$ cat src/rtl/simd_upstream_cntl_pkg.sv
`default_nettype none
// ============================================================================
// Module   : simd_upstream_cntl_pkg
// Purpose  : Shared constants and FSM encoding for the SIMD upstream controller.
// Revision : 1.0 - initial release
// ============================================================================
package simd_upstream_cntl_pkg;

    localparam int C_DEF_NUM_LANES  = 32;
    localparam int C_DEF_LANE_WIDTH = 32;
    localparam int C_DEF_TAG_WIDTH  = 4;

    // Header beat layout: lane count in one byte, tag in the low bits.
    localparam int C_HDR_CNT_LSB = 8;
    localparam int C_HDR_CNT_MSB = 15;
    localparam int C_HDR_TAG_LSB = 0;

    localparam logic [1:0] C_GUARD_LOAD = 2'd3;

    typedef enum logic [1:0] {
        ST_IDLE    = 2'd0,
        ST_CAPTURE = 2'd1,
        ST_HDR     = 2'd2,
        ST_DATA    = 2'd3
    } scntl_state_t;

endpackage : simd_upstream_cntl_pkg
`default_nettype wire

$ cat src/rtl/simd_lane_snapshot.sv
`default_nettype none
// ============================================================================
// Module   : simd_lane_snapshot
// Purpose  : Holds a frozen copy of all lane results plus tag; muxes one lane out.
// Revision : 1.0 - initial release
// ============================================================================
module simd_lane_snapshot
    import simd_upstream_cntl_pkg::*;
#(
    parameter int NUM_LANES  = C_DEF_NUM_LANES,
    parameter int LANE_WIDTH = C_DEF_LANE_WIDTH,
    parameter int TAG_WIDTH  = C_DEF_TAG_WIDTH,
    parameter int IDX_W      = $clog2(NUM_LANES)
) (
    input  logic                            clk,
    input  logic                            reset_poweron_n,
    input  logic                            i_capture,
    input  logic [NUM_LANES*LANE_WIDTH-1:0] i_regs,
    input  logic [TAG_WIDTH-1:0]            i_tag,
    input  logic [IDX_W-1:0]                i_sel,
    output logic [LANE_WIDTH-1:0]           o_lane,
    output logic [TAG_WIDTH-1:0]            o_tag
);

    // Packed so lane i lines up with bits [i*LANE_WIDTH +: LANE_WIDTH] of the input bus.
    logic [NUM_LANES-1:0][LANE_WIDTH-1:0] r_snap;
    logic [TAG_WIDTH-1:0]                 r_tag;

    always_ff @(posedge clk or negedge reset_poweron_n) begin
        if (!reset_poweron_n) begin
            r_snap <= '0;
            r_tag  <= '0;
        end else if (i_capture) begin
            r_snap <= i_regs;
            r_tag  <= i_tag;
        end
    end

    assign o_lane = r_snap[i_sel];
    assign o_tag  = r_tag;

endmodule : simd_lane_snapshot
`default_nettype wire

$ cat src/rtl/simd_upstream_cntl.sv
`default_nettype none
// ============================================================================
// Module   : simd_upstream_cntl
// Purpose  : Snapshots a full set of SIMD lane results and streams them upstream
//            as one header beat followed by one beat per lane.
// Revision : 1.0 - initial release
// ============================================================================
module simd_upstream_cntl
    import simd_upstream_cntl_pkg::*;
#(
    parameter int NUM_LANES  = C_DEF_NUM_LANES,
    parameter int LANE_WIDTH = C_DEF_LANE_WIDTH,
    parameter int TAG_WIDTH  = C_DEF_TAG_WIDTH
) (
    input  logic                            clk,
    input  logic                            reset_poweron_n,
    input  logic [NUM_LANES*LANE_WIDTH-1:0] simd__scntl__regs,
    input  logic [NUM_LANES-1:0]            simd__scntl__regs_valid,
    input  logic [TAG_WIDTH-1:0]            simd__scntl__tag,
    output logic                            scntl__simd__regs_complete,
    output logic                            scntl__sui__valid,
    output logic                            scntl__sui__sop,
    output logic                            scntl__sui__eop,
    output logic [LANE_WIDTH-1:0]           scntl__sui__data,
    input  logic                            sui__scntl__ready
);

    localparam int               IDX_W      = $clog2(NUM_LANES);
    localparam logic [IDX_W-1:0] C_LAST_IDX = IDX_W'(NUM_LANES - 1);
    localparam logic [IDX_W-1:0] C_IDX_ONE  = IDX_W'(1);
    localparam logic [7:0]       C_LANE_CNT = 8'(NUM_LANES);

    scntl_state_t          r_state;
    logic [IDX_W-1:0]      r_idx;
    logic [1:0]            r_guard;

    logic                  w_arm;
    logic                  w_fire;
    logic                  w_capture;
    logic [IDX_W-1:0]      w_sel;
    logic [LANE_WIDTH-1:0] w_lane;
    logic [LANE_WIDTH-1:0] w_hdr;
    logic [TAG_WIDTH-1:0]  w_tag;

    assign w_arm     = (&simd__scntl__regs_valid) && (r_guard == 2'd0);
    assign w_fire    = scntl__sui__valid && sui__scntl__ready;
    assign w_capture = (r_state == ST_IDLE) && w_arm;

    // The mux looks one lane ahead so the data register loads the beat that follows a handshake.
    assign w_sel = ((r_state == ST_DATA) && (r_idx != C_LAST_IDX)) ? (r_idx + C_IDX_ONE) : '0;

    always_comb begin
        w_hdr = '0;
        w_hdr[C_HDR_CNT_MSB:C_HDR_CNT_LSB]   = C_LANE_CNT;
        w_hdr[C_HDR_TAG_LSB +: TAG_WIDTH]    = w_tag;
    end

    simd_lane_snapshot #(
        .NUM_LANES  (NUM_LANES),
        .LANE_WIDTH (LANE_WIDTH),
        .TAG_WIDTH  (TAG_WIDTH),
        .IDX_W      (IDX_W)
    ) u_snapshot (
        .clk             (clk),
        .reset_poweron_n (reset_poweron_n),
        .i_capture       (w_capture),
        .i_regs          (simd__scntl__regs),
        .i_tag           (simd__scntl__tag),
        .i_sel           (w_sel),
        .o_lane          (w_lane),
        .o_tag           (w_tag)
    );

    always_ff @(posedge clk or negedge reset_poweron_n) begin
        if (!reset_poweron_n) begin
            r_state                    <= ST_IDLE;
            r_idx                      <= '0;
            r_guard                    <= '0;
            scntl__simd__regs_complete <= 1'b0;
            scntl__sui__valid          <= 1'b0;
            scntl__sui__sop            <= 1'b0;
            scntl__sui__eop            <= 1'b0;
            scntl__sui__data           <= '0;
        end else begin
            scntl__simd__regs_complete <= 1'b0;

            // Guard covers the wrapper's registered clear so a stale all-ones mask cannot re-arm.
            if (scntl__simd__regs_complete) begin
                r_guard <= C_GUARD_LOAD;
            end else if (r_guard != 2'd0) begin
                r_guard <= r_guard - 2'd1;
            end

            case (r_state)
                ST_IDLE: begin
                    if (w_arm) begin
                        r_state                    <= ST_CAPTURE;
                        scntl__simd__regs_complete <= 1'b1;
                    end
                end
                ST_CAPTURE: begin
                    r_state           <= ST_HDR;
                    scntl__sui__valid <= 1'b1;
                    scntl__sui__sop   <= 1'b1;
                    scntl__sui__eop   <= 1'b0;
                    scntl__sui__data  <= w_hdr;
                end
                ST_HDR: begin
                    if (w_fire) begin
                        r_state          <= ST_DATA;
                        r_idx            <= '0;
                        scntl__sui__sop  <= 1'b0;
                        scntl__sui__eop  <= (C_LAST_IDX == '0);
                        scntl__sui__data <= w_lane;
                    end
                end
                ST_DATA: begin
                    if (w_fire) begin
                        if (r_idx == C_LAST_IDX) begin
                            r_state           <= ST_IDLE;
                            r_idx             <= '0;
                            scntl__sui__valid <= 1'b0;
                            scntl__sui__eop   <= 1'b0;
                            scntl__sui__data  <= '0;
                        end else begin
                            r_idx            <= r_idx + C_IDX_ONE;
                            scntl__sui__eop  <= ((r_idx + C_IDX_ONE) == C_LAST_IDX);
                            scntl__sui__data <= w_lane;
                        end
                    end
                end
                default: begin
                    r_state <= ST_IDLE;
                end
            endcase
        end
    end

endmodule : simd_upstream_cntl
`default_nettype wire

$ cat config.mk
export PLATFORM = sky130hd
export DESIGN_NAME = simd_upstream_cntl
export DESIGN_NICKNAME = d
export VERILOG_FILES = /design/src/rtl/simd_upstream_cntl_pkg.sv /design/src/rtl/simd_lane_snapshot.sv /design/src/rtl/simd_upstream_cntl.sv
export SDC_FILE = /design/constraint.sdc
export NUM_CORES = 2
export LEC_CHECK = 0
export BUFFER_PORTS_ARGS = -buffer_cell sky130_fd_sc_hd__buf_2
export CORE_AREA = 2 2 431 433
export DETAILED_ROUTE_END_ITERATION = 10
export DIE_AREA = 0 0 433 435
export GPL_TIMING_DRIVEN = 1
export HOLD_SLACK_MARGIN = 0.1
export PLACE_DENSITY = 0.43
export SETUP_SLACK_MARGIN = 0.02
export SLEW_MARGIN = 20
export SYNTH_ARGS = -nofsm -noshare
export SYNTH_HDL_FRONTEND = slang
export SYNTH_SLANG_ARGS = --single-unit
$ cat constraint.sdc
create_clock -name clk -period 6.6 [get_ports clk]
set_input_delay 1.32 -clock clk [delete_from_list [all_inputs] [get_ports clk]]
set_output_delay 1.32 -clock clk [all_outputs]
set_load 0.05 [all_outputs]
==> flow_summary.yaml <==
timing:
  worst_slew_pin_slew_ps: 1164
  final.setup.tns_ps: 0
  rsz0062_at_grt: "false"
  slew_viol_final: 0
  maxSlewHeadroom_pct: 21.95
  finalHoldViolCount: 0
  finalClockSkew_ps: 28.12
  fmax_mhz: 196.6
  finalSetupViolations: 0
  layout_min_cycle_time_ps: 5086
  fin_crit_sh_pct: 77.06
critical_path:
  rr_endpoint: "scntl__sui__data[18]$_DFFE_PN0P_"
  crit_arrival_ps: 5800
  reg2reg_depth: 9
  crit_type: "reg2reg"
  start_kind: "flop"
  cp_max_fo: 60
  ff2ff_setup_slack_ps: 1510
  crit_path_end_kind: "flop"
  cp.required_ps: 7320
  r2r_start: "r_idx[0]$_DFFE_PN0P_"
  crit_start: "r_idx[0]$_DFFE_PN0P_"
global_route:
  grt_pass1_wl_um: 356900
  grtUsageTotal_pct: 26.91
  grt_pass1_vias: 46978
  grt_antenna_before_repair: 71
  grt_start_max_net_pins: 150
  grt_overflow_total: 0
synthesis:
  synth-async-reset-ratio_pct: 100.0
  synth_cells: 6059
  synth_top_family_by_area: "simple AND/OR/NAND/NOR gates"
  synth.avg_cell_area_um2: 8.333
  seq_area_frac_synth_pct: 53.18
  synth-compound-area-share_pct: 8.202
  synth_edf_count: 0
  synth_ff_type: "dfrtp_1"
  synthSimpleGateAreaFrac_pct: 27.69
  synth-seq-cells: 1073
  synth_nets: 7131
  synth_mux_area_share_pct: 6.696
  synth_area_mm2: 0.05049
  synth-xor-area-share_pct: 0.06939
  synth_fa_ha_area_share_pct: 0.2230
  yosysWarnings: 0
  synth_cell_types: 55
worst_hold_path:
  hp-class: "reg2reg"
  min_path_cells: 2
  holdPathEnd: "u_snapshot.r_snap[328]$_DFFE_PN0P_"
  hp-start: "u_snapshot.r_snap[328]$_DFFE_PN0P_"
detailed_routing:
  drtIter0Drc: 4031
  vias: 47096
  viasPerCell: 4.928
  drc_errors: 0
  dr.pass1.iters: 6
  antenna_left: 0
  wl_per_cell_um: 27.10
  wl_um: 259000
die:
  rows: 158
  die-area_mm2: 0.1884
  core_area_mm2: 0.1840
  die_h_um: 435
  die_w_um: 433
  start_util_pct: 27.43
  io_pins: 1099
power_and_ir_drop:
  vdd_ir_drop_max_mv: 0.1716
  swShare_pct: 23.63
  internal_power_mw: 11.25
  power_frac_seq_pct: 44.7
  clkPwrFrac_pct: 51.1
  power_leakage_nw: 33.10
  p_sw_mw: 3.483
  p_per_area_mw_per_mm2: 234.6
  power_frac_comb_pct: 4.3
clocking:
  htreeDepth: 4
  cts_buffers: 136
  cts-resized-gates: 0
  cts_max_path_buffers: 3
  post_cts_buffers: 0
  cts_hold_buf: 0
  cts_tree: "yes"
  cts_sinks: 1073
  clkTransAtPathRegs_ps: 60
  clockRootBuffer: "clkbuf_16"
  clock_latency_ps: 790
cells_and_area:
  layoutNonFillerInstCount: 9557
  layout-area-overhead-vs-synth_pct: 24.41
  drive_gt1_share_pct: 20.41
  layout_commonest_cell: "nand2_1"
  layout.cells.most_common_list: "3260 x nand2_1, 1097 x buf_2, 1072 x dfrtp_1"
  fin_nets: 8022
  post-route-util_pct: 34.13
  num-fill-cells: 19762
  fin_area_mm2: 0.06282
placement:
  dp.cells: 9292
  place_area_mm2: 0.05833
  portBuffers: 1098
  dp_hpwl_um: 194500
  gp_congestion: 0.8977
job:
  max-cap-violations: 0
run_status:
  status: "finished, final reports clean"
## synth_stat cells, types with 2 or more instances
cell	instances	area share, %
nor4_1	17	0.21
and3_1	7	0.087
and2_1	30	0.37
or3b_1	2	0.035
o21ai_0	79	0.78
a211oi_1	140	2.1
ha_1	9	0.22
nand2_1	3261	24
a31oi_1	26	0.32
a21oi_1	95	0.94
nand3_1	81	0.80
buf_4	21	0.31
buf_2	197	2.0
o2bb2ai_1	80	1.4
xor2_1	3	0.052
nand4_1	9	0.11
nand2b_1	3	0.037
inv_1	6	0.045
nor3b_1	3	0.045
a221oi_1	78	1.4
clkbuf_1	193	1.4
nor2_1	146	1.1
or4_1	4	0.059
buf_1	16	0.12
a221oi_2	3	0.089
mux2i_1	325	6.4
a311oi_1	2	0.035
or3_1	11	0.14
mux2_2	10	0.22
a2111oi_0	2	0.035
dfrtp_1	1073	53
buf_6	3	0.067
a211o_1	28	0.49
nor3_1	35	0.35
o22ai_1	41	0.51
## flip-flops by register name, summed over array words and instances, names as in the netlist
signal                      cells
scntl__sui__valid               1
scntl__sui__sop                 1
scntl__sui__data               32
u_snapshot.r_snap            1024
u_snapshot.o_tag                4
r_idx                           5
scntl__simd__regs_complete      1
scntl__sui__eop                 1
r_guard                         2
r_state                         2
## kinds of logic (layout without fill, tap and decap cells)
| kind of cell | count (synthesis) | after routing |
|---|---|---|
| AO/OA/AOI/OAI | 584 | 584 |
| XOR/XNOR | 4 | 4 |
| adder cells (fa/ha/maj) | 9 | 9 |
| buffers and inverters | 437 | 1425 |
| flip-flops | 1073 | 1073 |
| multiplexers | 336 | 336 |
| other | 0 | 30 |
| AND/OR/NAND/NOR | 3616 | 3616 |
## critical path, stage by stage, from the launching register on
cell      delay, ps
dfrtp_4         710
ha_1            370
and3_1          200
ha_1            360
nor3b_1         480
mux2_4          510
buf_4           710
nand3_1         400
a211oi_1       1020
a211o_1         190
## worst max path at each step
stage	end	slack [ps]
floorplan	scntl__sui__data[27]$_DFFE_PN0P_	3670
global placement	scntl__sui__data[14]$_DFFE_PN0P_	1420
detailed placement	scntl__sui__data[9]$_DFFE_PN0P_	1540
CTS	scntl__sui__data[9]$_DFFE_PN0P_	1490
global route	scntl__sui__data[9]$_DFFE_PN0P_	1350
finish	scntl__sui__data[18]$_DFFE_PN0P_	1510
## per-layer routing
layer,wire [um],GRT usage [%],share of wire (%)
met5,160,0,0.062
met4,16980,15.23,6.6
met3,13610,3.901,5.3
met2,120300,43.36,46
met1,108000,34.46,42
## per-stage QoR
stage	power [mW]	hold WS [ps]	setup WS (ps)
final	14.74	460.9	1514
after global routing	15.18	475.5	1346
after detailed placement	7.345	448.7	1544
after CTS	14.92	461.1	1494
after global placement	7.348	446.3	1424
after floorplan	6.709	431.0	3674
## power groups by stage
stage          sequential [mW]  clock (mW)  combinational, mW
2_1_floorplan             6.70           0            0.00873
3_3_place_gp              6.70           0              0.649
3_5_place_dp              6.70           0              0.646
4_1_cts                   6.58        7.69              0.649
5_1_grt                   6.58        7.93              0.669
6_report                  6.58        7.53              0.632
## cell type report
| class | instances | area (um2) | area share, % |
|---|---|---|---|
| antenna | 30 | 75.07 | 0.1195 |
| clock buffer | 201 | 4011 | 6.386 |
| clock inverter | 34 | 390.4 | 0.6215 |
| inverter | 6 | 30.03 | 0.04780 |
| multi-input combinational | 4549 | 21840 | 34.77 |
| sequential | 1073 | 26850 | 42.75 |
| tap | 2480 | 3103 | 4.940 |
| timing repair buffer | 1184 | 6514 | 10.37 |
No activity file was read; power rests on OpenSTA's default activity.
